File: src/rtl/hazard_pkg.sv
// Shared register-address types and constants for ID-stage hazard logic
// (scoreboard, decoder, forwarding unit).
package hazard_pkg;

    localparam int unsigned NUM_REGS   = 32;
    localparam int unsigned REG_ADDR_W = 5;
    localparam int unsigned RUN_CNT_W  = 10;

    typedef logic [REG_ADDR_W-1:0] reg_addr_t;

    localparam reg_addr_t X0 = '0;

endpackage

File: src/rtl/hazard_scoreboard_stall_watchdog.sv
// Consecutive-stall run counter with a sticky timeout flag.
// The counter holds at TIMEOUT instead of wrapping.
module stall_watchdog
    import hazard_pkg::*;
#(
    parameter int unsigned TIMEOUT = 255
) (
    input  logic clk,
    input  logic rst_n,
    input  logic stall,
    output logic timeout_err
);

    localparam logic [RUN_CNT_W-1:0] LIMIT = RUN_CNT_W'(TIMEOUT);

    logic [RUN_CNT_W-1:0] run_q;
    logic [RUN_CNT_W-1:0] run_d;
    logic                 err_q;

    always_comb begin
        run_d = '0;
        if (stall) begin
            run_d = (run_q == LIMIT) ? run_q : run_q + 1'b1;
        end
    end

    // Flag is raised on the same edge the counter arrives at the limit.
    always_ff @(posedge clk or negedge rst_n) begin
        if (!rst_n) begin
            run_q <= '0;
            err_q <= 1'b0;
        end else begin
            run_q <= run_d;
            err_q <= err_q | (run_d == LIMIT);
        end
    end

    assign timeout_err = err_q;

endmodule

File: src/rtl/hazard_scoreboard.sv
// Register scoreboard: stalls ID on RAW/WAW against in-flight long-latency writes.
// Optional macro WB_BYPASS_EN: a same-cycle writeback releases the stall.
module hazard_scoreboard #(
    parameter int unsigned NUM_REGS    = hazard_pkg::NUM_REGS,
    parameter int unsigned REG_ADDR_W  = hazard_pkg::REG_ADDR_W,
    parameter int unsigned NUM_SRC     = 2,
    parameter int unsigned STALL_CNT_W = 16,
    parameter int unsigned TIMEOUT     = 255
) (
    input  logic                          clk,
    input  logic                          rst_n,
    input  logic                          id_valid,
    input  logic [NUM_SRC*REG_ADDR_W-1:0] rs_addr,
    input  logic [NUM_SRC-1:0]            rs_valid,
    input  logic [REG_ADDR_W-1:0]         rd_addr,
    input  logic                          rd_long,
    input  logic                          wb_valid,
    input  logic [REG_ADDR_W-1:0]         wb_rd,
    input  logic                          flush,
    output logic                          do_stall,
    output logic [NUM_REGS-1:0]           busy,
    output logic [STALL_CNT_W-1:0]        stall_cycles,
    output logic                          timeout_err
);

    import hazard_pkg::*;

    localparam logic [REG_ADDR_W-1:0] ZERO_REG = REG_ADDR_W'(X0);

    logic [NUM_REGS-1:0]    busy_q;
    logic [NUM_REGS-1:0]    busy_d;
    logic [NUM_REGS-1:0]    busy_eff;
    logic [REG_ADDR_W-1:0]  src;
    logic                   raw;
    logic                   waw;
    logic                   fire;
    logic                   wb_hit;
    logic [STALL_CNT_W-1:0] stall_cnt_q;

    assign wb_hit = wb_valid && (wb_rd != ZERO_REG);

`ifdef WB_BYPASS_EN
    always_comb begin
        busy_eff = busy_q;
        for (int unsigned r = 0; r < NUM_REGS; r++) begin
            if (wb_valid && (wb_rd == REG_ADDR_W'(r))) begin
                busy_eff[r] = 1'b0;
            end
        end
    end
`else
    assign busy_eff = busy_q;
`endif

    always_comb begin
        raw = 1'b0;
        src = '0;
        for (int unsigned i = 0; i < NUM_SRC; i++) begin
            src = rs_addr[i*REG_ADDR_W +: REG_ADDR_W];
            if (rs_valid[i] && (src != ZERO_REG) && busy_eff[src]) begin
                raw = 1'b1;
            end
        end
    end

    assign waw      = rd_long && (rd_addr != ZERO_REG) && busy_eff[rd_addr];
    assign do_stall = id_valid && !flush && (raw || waw);
    assign fire     = id_valid && !do_stall && !flush;

    // Clear is applied before set so an issue to the register being written back wins.
    always_comb begin
        busy_d = busy_q;
        if (flush) begin
            busy_d = '0;
        end else begin
            if (wb_hit) begin
                busy_d[wb_rd] = 1'b0;
            end
            if (fire && rd_long && (rd_addr != ZERO_REG)) begin
                busy_d[rd_addr] = 1'b1;
            end
        end
        busy_d[0] = 1'b0;
    end

    always_ff @(posedge clk or negedge rst_n) begin
        if (!rst_n) begin
            busy_q      <= '0;
            stall_cnt_q <= '0;
        end else begin
            busy_q <= busy_d;
            if (do_stall && (stall_cnt_q != '1)) begin
                stall_cnt_q <= stall_cnt_q + 1'b1;
            end
        end
    end

    assign busy         = busy_q;
    assign stall_cycles = stall_cnt_q;

    stall_watchdog #(
        .TIMEOUT (TIMEOUT)
    ) u_watchdog (
        .clk         (clk),
        .rst_n       (rst_n),
        .stall       (do_stall),
        .timeout_err (timeout_err)
    );

endmodule

File: config.mk
export PLATFORM = sky130hd
export DESIGN_NAME = hazard_scoreboard
export DESIGN_NICKNAME = d
export VERILOG_FILES = /design/src/rtl/hazard_pkg.sv /design/src/rtl/hazard_scoreboard_stall_watchdog.sv /design/src/rtl/hazard_scoreboard.sv
export SDC_FILE = /design/constraint.sdc
export NUM_CORES = 1
export LEC_CHECK = 0
export CORE_MARGIN = 1.5
export CORE_UTILIZATION = 37
export CTS_CLUSTER_DIAMETER = 40
export DETAILED_ROUTE_END_ITERATION = 10
export PLACE_DENSITY_LB_ADDON = 0.1
export SYNTH_ARGS = -nofsm -noshare
export SYNTH_HDL_FRONTEND = slang
export SYNTH_SLANG_ARGS = --single-unit
File: constraint.sdc
create_clock -name clk -period 6 [get_ports clk]
set_clock_uncertainty 0.15 [all_clocks]
set_input_delay 1.2 -clock clk [delete_from_list [all_inputs] [get_ports clk]]
set_output_delay 1.2 -clock clk [all_outputs]
set_load 0.03 [all_outputs]
Word level (Yosys, flattened, before mapping)
Index checks and enable logic that the tools add are counted.
{ "word_totals": {"mem_bits_ro": 0, "latchBits": 0, "reg_bits": 58, "ramBits": 0, "word_cells": 60, "in_bits": 28, "output_inout_bits": 50, "n_memories": 0} }
{ "classes": {"mul": 0, "mux": 18, "order_cmp": 6, "div_mod_pow": 0, "bitwise": 4, "shifts": 0, "reduce_logical": 23, "n_eq_ne": 3, "n_addsub": 2} }
{ "ops": {"columns": ["cell", "count"], "rows": [
  ["32-bit 2-to-1 mux", 4],
  ["32-bit AND", 1],
  ["32-bit NOT", 1],
  ["32-bit OR", 1],
  ["5-bit by 6-bit less-than comparator with 1-bit output, second input constant", 4],
  ["10-bit by 8-bit equality test with 1-bit output, second input constant", 2],
  ["10-bit 2-to-1 mux", 2],
  ["5-bit nonzero test", 4],
  ["16-bit by 1-bit adder with 16-bit output, second input constant", 1],
  ["1-bit logical AND", 16],
  ["16-bit != test, second input constant", 1],
  ["1-bit binary-select mux with 5-bit select", 3],
  ["10-bit by 1-bit adder with 10-bit output, second input constant", 1],
  ["1-bit demux with 5-bit select", 2],
  ["5-bit by 1-bit greater-or-equal comparator with 1-bit output, second input constant", 2],
  ["1-bit 2-to-1 mux", 7],
  ["1-bit logical NOT", 2],
  ["1-bit logical OR", 1],
  ["1-bit OR", 1]
]} }

Longest topological paths before layout
Gate-level depths: netlist of run 1.
{ "logic_depth": {"ltp_word": 14, "depth_mapped": 11, "ltp_nobuf": 9} }

By module
Synthesis of run 1 repeated with hierarchy kept, for this count alone.
{ "unflattened": {"hier_cells": 415, "hier_area_um2": 3883.7} }
{ "modules_own_cells": {"columns": ["module", "instances", "cells_per_inst", "seq_area_each_um2", "area_each_um2"], "rows": [
  ["hazard_scoreboard", 1, 353, 1176.1, 3246.9],
  ["stall_watchdog", 1, 62, 275.3, 636.9]
]} }

Worst setup path before layout of run 1
Ideal clock, no wire load.
{ "synth_timing": {"path_type": "input to output", "start": "in rs_addr[5]", "end": "out do_stall", "n_path_buf": 1, "cell_stages": 7, "arrival_time_ns": 3.047, "required_time_ns": 4.650, "slack_ns": 1.603, "cell_sequence": "buf_2 mux4_2 mux2_2 o311ai_1 o22ai_4 o21ai_2 inv_2"} }
{ "synth_via": {"elab_chain_cells": 6, "elab_cells_between_ends": 8} }
{ "synth_rtl": {"columns": ["element", "line", "source"], "rows": [
  ["from (decl)", "hazard_scoreboard.sv:13", "input logic [NUM_SRC*REG_ADDR_W-1:0] rs_addr,"],
  ["1-bit binary-select mux with 5-bit select / 5-bit nonzero test (equally long branches)", "hazard_scoreboard.sv:60", "if (rs_valid[i] && (src != ZERO_REG) && busy_eff[src]) begin"],
  ["1-bit 2-to-1 mux (not written as such) / 1-bit logical AND (equally long branches)", "hazard_scoreboard.sv:60", null],
  ["1-bit logical AND *", "hazard_scoreboard.sv:60", null],
  ["1-bit 2-to-1 mux *", "hazard_scoreboard.sv:60", null],
  ["1-bit logical OR *", "hazard_scoreboard.sv:67", "assign do_stall = id_valid && !flush && (raw || waw);"],
  ["1-bit logical AND *", "hazard_scoreboard.sv:67", null],
  ["to (decl)", "hazard_scoreboard.sv:20", "output logic do_stall,"]
]} }
Every way passes the cells marked *; elsewhere a longest branch is shown, timed or not. The select of a mux whose other input is x is not followed.

Final worst setup path of run 1
{ "layout_timing": {"start": "in rs_addr[6]", "end": "out do_stall"} }
Same word-level chain as after synthesis.

==> results of run 1 <==
## per-stage QoR
step           cell area (um^2)  worst slack (ns)
2_1_floorplan              3830              1.60
3_3_place_gp               4690             0.472
3_5_place_dp               4690             0.418
4_1_cts                    4910             0.404
5_1_grt                    4910             0.266
6_report                   4910             0.410
## critical path: stages
cell                              delay (ns)
sky130_fd_sc_hd__clkdlybuf4s50_1        0.90
sky130_fd_sc_hd__mux2i_1                0.16
sky130_fd_sc_hd__mux4_2                 0.49
sky130_fd_sc_hd__a32o_1                 0.30
sky130_fd_sc_hd__o22ai_4                0.29
sky130_fd_sc_hd__o21ai_2                0.13
sky130_fd_sc_hd__inv_2                  0.09
sky130_fd_sc_hd__clkdlybuf4s50_1        0.67
## per-layer routing
metal	global-route usage [%]	up-vias	routed length (um)
met1	29.3	1728	4930
li1	-	1641	-
met5	0	-	0
met3	5.05	17	755
met4	7.05	0	193
met2	34.2	150	5240
## kinds of logic (layout without fill, tap and decap cells)
kind of cell | count (synthesis) | count (layout)
simple gates | 168 | 168
buf+inv | 33 | 107
flops | 58 | 58
xor+xnor | 18 | 18
other cells | 1 | 1
compound gates | 87 | 87
mux | 48 | 48
fa+ha+maj | 2 | 2
## final timing paths
path,to,slack [ns],depth (start not counted)
hold reg to reg,u_watchdog.timeout_err$_DFF_PN0_,0.34,1
min in group asynchronous,u_watchdog.run_q[1]$_DFF_PN0_,0.85,2
max in group asynchronous,busy[21]$_DFF_PN0_,4.35,2
setup reg to reg,busy[5]$_DFF_PN0_,2.69,7
setup / recovery,do_stall,0.41,8
hold / removal,u_watchdog.timeout_err$_DFF_PN0_,0.34,1
## where the power goes
part / total, mW / switching [mW] / internal (mW) / leakage [nW]
logic: 0.182 / 0.106 / 0.0764 / 1.06
registers: 0.429 / 0.0211 / 0.408 / 0.792
clock network: 0.407 / 0.165 / 0.242 / 0.112
## final cells by class
cell class / count / area, um^2 / share of cell area [%]
inverters: 8 / 30.0 / 0.611
flip-flops and latches: 58 / 1450 / 29.6
clock buffers: 10 / 138 / 2.80
well taps: 133 / 166 / 3.39
multi-input cells: 324 / 2230 / 45.4
repair buffers: 84 / 816 / 16.6
clock inverters: 5 / 78.8 / 1.61
## sequential cells by signal, summed over array words and instances (netlist names)
signal	count
u_watchdog.run_q	10
busy	31
stall_cycles	16
u_watchdog.timeout_err	1
## placed cells by master (no fill, tap or decap), types with 2 or more instances in the layout
master	n
sky130_fd_sc_hd__bufinv_16	2
sky130_fd_sc_hd__and3b_1	3
sky130_fd_sc_hd__o21ai_0	32
sky130_fd_sc_hd__clkinv_2	2
sky130_fd_sc_hd__nor4_2	11
sky130_fd_sc_hd__o311ai_1	2
sky130_fd_sc_hd__inv_1	6
sky130_fd_sc_hd__mux2i_1	15
sky130_fd_sc_hd__clkbuf_8	10
sky130_fd_sc_hd__nor2_1	23
sky130_fd_sc_hd__inv_2	2
sky130_fd_sc_hd__a31oi_1	3
sky130_fd_sc_hd__clkdlybuf4s50_1	75
sky130_fd_sc_hd__a211oi_1	3
sky130_fd_sc_hd__nand4_1	8
sky130_fd_sc_hd__nor3b_1	4
sky130_fd_sc_hd__mux4_2	10
sky130_fd_sc_hd__xor2_1	14
sky130_fd_sc_hd__nor3_1	3
sky130_fd_sc_hd__nor2b_1	2
sky130_fd_sc_hd__nor4_1	2
sky130_fd_sc_hd__nand2_1	57
sky130_fd_sc_hd__and3_1	9
sky130_fd_sc_hd__xnor2_1	4
sky130_fd_sc_hd__nand2b_1	5
sky130_fd_sc_hd__a21oi_1	38
sky130_fd_sc_hd__nand3b_1	7
sky130_fd_sc_hd__ha_1	2
sky130_fd_sc_hd__mux2_2	16
sky130_fd_sc_hd__buf_4	8
sky130_fd_sc_hd__or3b_2	2
sky130_fd_sc_hd__and2_1	3
sky130_fd_sc_hd__mux2_1	7
sky130_fd_sc_hd__dfrtp_1	58
sky130_fd_sc_hd__nand3_1	27
==> out/results.ini, run 1 <==
[status]
run_status = finished, final reports clean

[final_layout]
fin_util_pct = 49.6
area_growth_syn_to_layout_pct = 28.2
layout-drive-gt1-share_pct = 13.9
layout.filler_cells = 944
final_cells = 622
num-nets-final = 515
num_antenna_cells = 0

[synth]
yosys-top-cells-count = 58 x sky130_fd_sc_hd__dfrtp_1, 57 x sky130_fd_sc_hd__nand2_1, 38 x sky130_fd_sc_hd__a21oi_1, 32 x sky130_fd_sc_hd__o21ai_0, 27 x sky130_fd_sc_hd__nand3_1
yosys.area_share.adder_pct = 0.653
synth_area_mm2 = 0.00383
syn_area_cell_um2 = 9.23
synth.top_cells.by_area = sky130_fd_sc_hd__dfrtp_1 38%, sky130_fd_sc_hd__mux4_2 5.9%, sky130_fd_sc_hd__nand2_1 5.6%
ys_async_sr_fraction_pct = 100
yosysSeqAreaShare_pct = 37.9
post_synth_and_or_nand_nor_area_fraction_pct = 23.8
yosys_warnings = 0
yosys.area_share.xor_xnor_pct = 4.11
synthDistinctLibCells = 47
yosysTopAreaCellShare_pct = 37.9
synthMostInstantiatedCell = sky130_fd_sc_hd__dfrtp_1
synthDominantAreaCellType = sky130_fd_sc_hd__dfrtp_1
number_of_enable_type_register_cells_in_the_synthesized_netlist = 0
syn-instance-count = 415
postSynthNetCount = 445
largest_family_of_logic_cells_by_synthesized_area = simple AND/OR/NAND/NOR gates
synth_compound_area_share_pct = 13.0
postSynthRegisterBits = 58
synthMuxAreaShare_pct = 16.6
yosys_most_used_dff = sky130_fd_sc_hd__dfrtp_1

[clock_network]
clock_insertion_delay_worst_skew_ns = 0.34
clk_pin_slew_worst_paths_ns = 0.07
cts.path.max_buffers = 2
postCtsSetupRepairBufs = 0
clock_buffers_created_by_tritoncts = 9
cts_tree = built
total_number_of_clock_tree_sinks = 58
post_cts_resize_count = 0
cts_stage_hold_buffer_count = 0
htree_num_levels = 3
ctsRootBufferMaster = sky130_fd_sc_hd__clkbuf_8

[sta]
rsz0062_at_grt = no
setup-tns-final_ns = 0
timing.hold.ws_ns = 0.337
final_max_slew_viol_count = 0
period_needed_ns = 5.59
max_slew.worst_pin.slew_ns = 1.14
final_count_of_hold_timing_violations = 0
setup_viol = 0
maxSlewHeadroom_pct = 23.6
max_freq_mhz = 179
fin_crit_sh_pct = 93.2

[detailed_routing]
avgViaCountPerCell = 5.68
wl_per_cell_um = 17.9
drt_iter0_markers = 191
wl_um = 11100
ant_nets = 0
routed-via-count = 3536
remaining_drc_errors = 0
first_pass_iters = 5

[floorplan]
initial_core_util_pct = 38.7
ios = 78
fp.coreArea_mm2 = 0.00991
die-width_um = 105
die_area_mm2 = 0.0110
chipHeight_um = 105
num_rows = 36

[min_path]
min-delay-start = u_watchdog.timeout_err$_DFF_PN0_
worst_hold_path_type = flip-flop to flip-flop

[worst_setup_path]
setup.worst_path.end_class = output pin
critical_path_arrival_ns = 4.24
cp.required_ns = 4.65
critical_path.startpoint_type = input pin
critical_path.max_fanout = 13
setup.worst_path.start = rs_addr[6]
critical_path.reg2reg.startpoint = busy[2]$_DFF_PN0_
critPathKind = input pin to output pin

[pwr]
power.density_mw_per_mm2 = 207
vdd.ir_drop.worst_mv = 0.149
leakage_nw = 1.97
total_power_mw = 1.02

[global_route]
first_pass_grt_wire_length_um = 18900
maximum_number_of_pins_on_one_net_before_global_route_repair = 59
grt_use_total_pct = 21.7
first_global_vias = 3623
grt_remaining_overflow = 0
grt_antenna_before_repair = 0

[place]
post_detailed_placement_half_perimeter_wirelength_um = 8030
place_inst = 607
portBuffers = 76
gp_congestion = 0.854

[flow_run]
total_of_max_cap_violations = 0

No activity file was read; power rests on OpenSTA's default activity.
==> run 2, diff against run 1 <==
--- a/config.mk
+++ b/config.mk
@@ -7,5 +7,5 @@
 export LEC_CHECK = 0
 export CORE_MARGIN = 1.5
-export CORE_UTILIZATION = 37
+export CORE_UTILIZATION = 40
 export CTS_CLUSTER_DIAMETER = 40
 export DETAILED_ROUTE_END_ITERATION = 10
==> constraint.sdc (replaced) <==
create_clock -name clk -period 6 [get_ports clk]
set_clock_uncertainty 0.15 [all_clocks]
set_input_delay 0.6 -clock clk [delete_from_list [all_inputs] [get_ports clk]]
set_output_delay 0.6 -clock clk [all_outputs]
set_load 0.03 [all_outputs]
==> run 2 against run 1 <==
- setup slack improved by 0.95 ns
- power rose by 4.9%
- clock power rose by 13%
- count of clock-buffer cells in the layout rose by 1
- sequential power barely moved
- die area fell by 7.3%
- cell count fell by 1.6%
- sequential share of layout area rose by 0.098 points
- critical endpoint unchanged
- highest routed layer unchanged
==> out/results.ini, run 2 (same netlist as run 1, synthesis figures left out) <==
[status]
run_status = finished, final reports clean

[final_layout]
largest_register_ffs = 31
layout-drive-gt1-share_pct = 12.8
area_growth_syn_to_layout_pct = 27.8
most-common-layout-cells = 75 x sky130_fd_sc_hd__clkdlybuf4s50_1, 58 x sky130_fd_sc_hd__dfrtp_1, 57 x sky130_fd_sc_hd__nand2_1
num-nets-final = 509
num_antenna_cells = 0
layout.cells.most_common = sky130_fd_sc_hd__clkdlybuf4s50_1

[clock_network]
cts.path.max_buffers = 2
ctsRootBufferMaster = sky130_fd_sc_hd__clkbuf_8
cts_tree = built
clock_buffers_created_by_tritoncts = 9
htree_num_levels = 3
clk_pin_slew_worst_paths_ns = 0.07
postCtsSetupRepairBufs = 0
total_number_of_clock_tree_sinks = 58
post_cts_resize_count = 0
clock_insertion_delay_worst_skew_ns = 0.34
cts_stage_hold_buffer_count = 0

[global_route]
maximum_number_of_pins_on_one_net_before_global_route_repair = 59
grt_remaining_overflow = 0
first_global_vias = 3503
first_pass_grt_wire_length_um = 18100
grt_antenna_before_repair = 0
grt_use_total_pct = 23.0

[sta]
max_freq_mhz = 216
final_count_of_hold_timing_violations = 0
setup_viol = 0
rsz0062_at_grt = no
max_slew.worst_pin.slew_ns = 1.25
setup-tns-final_ns = 0
timing.hold.ws_ns = 0.264
period_needed_ns = 4.64
fin_crit_sh_pct = 77.3
maxSlewHeadroom_pct = 16.2
final_max_slew_viol_count = 0

[detailed_routing]
avgViaCountPerCell = 5.74
ant_nets = 0
routed-via-count = 3510
first_pass_iters = 5
remaining_drc_errors = 0
wl_um = 11000
drt_iter0_markers = 212
wl_per_cell_um = 18.0

[worst_setup_path]
critical_path.max_fanout = 13
critPathKind = input pin to output pin
critical_path.startpoint_type = input pin
cp.required_ns = 5.25
critical_path_arrival_ns = 3.89
setup.worst_path.end_class = output pin

[place]
portBuffers = 76
post_detailed_placement_half_perimeter_wirelength_um = 7770
gp_congestion = 0.905

[pwr]
power.density_mw_per_mm2 = 218
power.share.switching_pct = 27.1
p_clk_share_pct = 43.2
vdd.ir_drop.worst_mv = 0.129
leakage_nw = 1.95
p_switching_mw = 0.289
power_frac_seq_pct = 40.0
power_report.internal_total_mw = 0.779
power_frac_comb_pct = 16.8

[floorplan]
fp.coreArea_mm2 = 0.00928
initial_core_util_pct = 41.3
num_rows = 35
die-width_um = 101
die_area_mm2 = 0.0102
chipHeight_um = 101
ios = 78

[min_path]
worst_hold_path_type = input pin to asynchronous set/reset pin

[flow_run]
total_of_max_cap_violations = 0

## run 2: cell types whose count changed in the layout (fill, tap and decap cells not counted), sizes merged
cell	change
bufinv	+1
clkbuf	+1
clkinv	-2
buf	-6
## run 2: area by class of cell
cell class	count	area, um^2
tap	129	161
clock buffer	11	151
fill	861	4390
sequential	58	1450
clock inverter	4	98.8
multi-input combinational	324	2230
inverter	8	30.0
timing repair buffer	78	771
## run 2: critical path, cell delays in order
cell and delay, ns:
sky130_fd_sc_hd__clkdlybuf4s50_1 0.89, sky130_fd_sc_hd__mux4_2 0.58, sky130_fd_sc_hd__mux2_2 0.27, sky130_fd_sc_hd__a221oi_1 0.44
sky130_fd_sc_hd__o22ai_4 0.18, sky130_fd_sc_hd__o21ai_2 0.23, sky130_fd_sc_hd__inv_2 0.08, sky130_fd_sc_hd__clkdlybuf4s50_1 0.60
## run 2: worst paths after layout
path                                                  startpoint                               end  slack, ns  cells after the start
max in group asynchronous                                  rst_n                busy[31]$_DFF_PN0_       4.95                      2
min in group clk                u_watchdog.timeout_err$_DFF_PN0_  u_watchdog.timeout_err$_DFF_PN0_       0.34                      1
worst min register to register  u_watchdog.timeout_err$_DFF_PN0_  u_watchdog.timeout_err$_DFF_PN0_       0.34                      1
worst max register to register                 busy[2]$_DFF_PN0_                busy[15]$_DFF_PN0_       2.57                      7
worst max-delay path                                  rs_addr[0]                          do_stall       1.36                      8
worst min-delay path                                       rst_n  u_watchdog.timeout_err$_DFF_PN0_       0.26                      2
## run 2: power by group through the flow
stage          sequential [mW]  clock, mW  combinational [mW]
6_report                 0.427      0.461               0.179
5_1_grt                  0.431      0.487               0.193
4_1_cts                  0.427      0.470               0.181
3_5_place_dp             0.434          0               0.180
2_1_floorplan            0.464          0              0.0676
3_3_place_gp             0.434          0               0.179
## run 2: through the flow
stage,utilization [%],std cells,total power [mW],setup WS [ns],area (um^2)
finish,52.7,612,1.07,1.36,4890
global route,52.7,612,1.11,1.17,4890
CTS,52.7,612,1.08,1.31,4890
detailed placement,50.0,597,0.614,1.32,4640
global placement,50.0,597,0.613,1.38,4640
floorplan,-,415,0.532,2.79,3830
## run 2: routing by layer
metal | routed length (um) | track usage (%)
met5 | 0 | 0
met4 | 181 | 8.34
met3 | 698 | 5.20
met2 | 5260 | 36.4
met1 | 4880 | 31.1
==> run 3, diff against run 2 <==
Clock period 6 ns to 3.85 ns, I/O delays scaled along.
==> run 3 against run 2 <==
- critical endpoint unchanged
- utilization increased by 1.1 points
- sequential cell count unchanged
- via count increased by 1.4%
- global-route usage increased by 0.21 points
- register-to-register slack got worse by 1.7 ns
- critical path type unchanged
- largest power group is now sequential cells
==> out/results.ini, run 3 (same netlist as run 1, synthesis figures left out) <==
[final_layout]
largest_register_ffs = 31
layout-drive-gt1-share_pct = 16.5
layout.cells.most_common = sky130_fd_sc_hd__clkdlybuf4s50_1
most-common-layout-cells = 74 x sky130_fd_sc_hd__clkdlybuf4s50_1, 58 x sky130_fd_sc_hd__dfrtp_1, 57 x sky130_fd_sc_hd__nand2_1
area_growth_syn_to_layout_pct = 30.5
num-nets-final = 529
final_cells = 633
fin_util_pct = 53.9
num_antenna_cells = 0

[global_route]
first_pass_grt_wire_length_um = 18100
maximum_number_of_pins_on_one_net_before_global_route_repair = 35
grt_antenna_before_repair = 0
grt_use_total_pct = 23.2
grt_remaining_overflow = 0
first_global_vias = 3410

[floorplan]
die_area_mm2 = 0.0102
die-width_um = 101
chipHeight_um = 101
fp.coreArea_mm2 = 0.00928
ios = 78
num_rows = 35
initial_core_util_pct = 41.3

[clock_network]
cts.path.max_buffers = 2
cts_tree = built
clk_pin_slew_worst_paths_ns = 0.07
postCtsSetupRepairBufs = 0
clock_buffers_created_by_tritoncts = 9
ctsRootBufferMaster = sky130_fd_sc_hd__clkbuf_8
htree_num_levels = 3
total_number_of_clock_tree_sinks = 58
clock_insertion_delay_worst_skew_ns = 0.35

[detailed_routing]
routed-via-count = 3558
wl_per_cell_um = 17.6
remaining_drc_errors = 0
first_pass_iters = 5
wl_um = 11200
avgViaCountPerCell = 5.62
drt_iter0_markers = 257
ant_nets = 0

[sta]
period_needed_ns = 3.43
final_count_of_hold_timing_violations = 0
maxSlewHeadroom_pct = 47.9
max_slew.worst_pin.slew_ns = 0.782
max_freq_mhz = 292
final_max_slew_viol_count = 0
rsz0062_at_grt = no
setup-tns-final_ns = 0
setup_viol = 0
fin_crit_sh_pct = 89.0
timing.hold.ws_ns = 0.328

[pwr]
vdd.ir_drop.worst_mv = 0.198
power.density_mw_per_mm2 = 304
leakage_nw = 2.03

[worst_setup_path]
setup.worst_path.end_class = output pin
critical_path.startpoint_type = input pin
critPathKind = input pin to output pin
critical_path_arrival_ns = 2.89
cp.required_ns = 3.31
critical_path.max_fanout = 9

[place]
portBuffers = 76
place_inst = 616
post_detailed_placement_half_perimeter_wirelength_um = 8100
gp_congestion = 0.869

[min_path]
worst_hold_path_type = flip-flop to flip-flop

[flow_run]
total_of_max_cap_violations = 0

[status]
run_status = finished, final reports clean

## run 3: changes by cell type in the layout (fill, tap and decap cells not counted), moves of 2 or more
cell | before | now
sky130_fd_sc_hd__bufinv_16 | 3 | 1
sky130_fd_sc_hd__clkinv_2 | 0 | 2
sky130_fd_sc_hd__buf_4 | 2 | 21
sky130_fd_sc_hd__clkinvlp_4 | 0 | 4
sky130_fd_sc_hd__clkbuf_8 | 11 | 9
## run 3: cell type report
cell class,instances,area [um^2]
fill,889,4280
clock buffer,9,124
clock inverter,7,70.1
inverter,8,30.0
timing repair buffer,98,926
multi-input combinational,324,2240
tap,129,161
sequential,58,1450
## run 3: repair_timing
item / CTS / global route
setup endpoints to repair: 1 / 1
hold endpoints to repair: 23 / 0
gates resized for setup: 1 / 1
hold buffers: 1 / 0
## run 3: critical path, stage by stage
cell,delay (ns)
sky130_fd_sc_hd__clkdlybuf4s50_1,0.61
sky130_fd_sc_hd__buf_4,0.24
sky130_fd_sc_hd__mux4_2,0.29
sky130_fd_sc_hd__mux2_2,0.28
sky130_fd_sc_hd__o311ai_1,0.37
sky130_fd_sc_hd__o22ai_4,0.17
sky130_fd_sc_hd__o21ai_2,0.21
sky130_fd_sc_hd__inv_2,0.07
sky130_fd_sc_hd__dlymetal6s2s_1,0.24
## run 3: metrics by stage
step	area, um^2	total power, mW	setup WS [ns]
after global placement	4790	0.966	0.0220
after floorplan	3830	0.829	0.858
after global routing	5000	1.59	0.221
after detailed placement	4790	0.968	-0.0309
final	5000	1.52	0.424
after CTS	5000	1.53	0.0496
## run 3: report_power, final
part / total [mW] / leakage [nW] / internal (mW) / switching [mW]
Sequential: 0.667 / 0.792 / 0.635 / 0.0314
Clock: 0.560 / 0.0873 / 0.296 / 0.264
Combinational: 0.291 / 1.15 / 0.125 / 0.166
## run 3: worst paths after layout
kind | start | end | slack [ns] | cells past startpoint
max | rs_addr[6] | do_stall | 0.42 | 9
min | u_watchdog.timeout_err$_DFF_PN0_ | u_watchdog.timeout_err$_DFF_PN0_ | 0.33 | 1
max reg2reg | busy[7]$_DFF_PN0_ | stall_cycles[1]$_DFFE_PN0P_ | 0.85 | 8
min reg2reg | u_watchdog.timeout_err$_DFF_PN0_ | u_watchdog.timeout_err$_DFF_PN0_ | 0.33 | 1
max in group asynchronous | rst_n | busy[30]$_DFF_PN0_ | 2.22 | 3
min in group asynchronous | rst_n | u_watchdog.run_q[0]$_DFF_PN0_ | 0.50 | 2
## run 3: layer usage
| layer | vias to the layer above | global-route usage (%) | wire [um] |
|---|---|---|---|
| met5 | - | 0 | 0 |
| met4 | 0 | 8.34 | 230 |
| met3 | 18 | 3.88 | 644 |
| met2 | 130 | 37.5 | 5300 |
| met1 | 1735 | 31.6 | 5000 |
| li1 | 1675 | - | - |
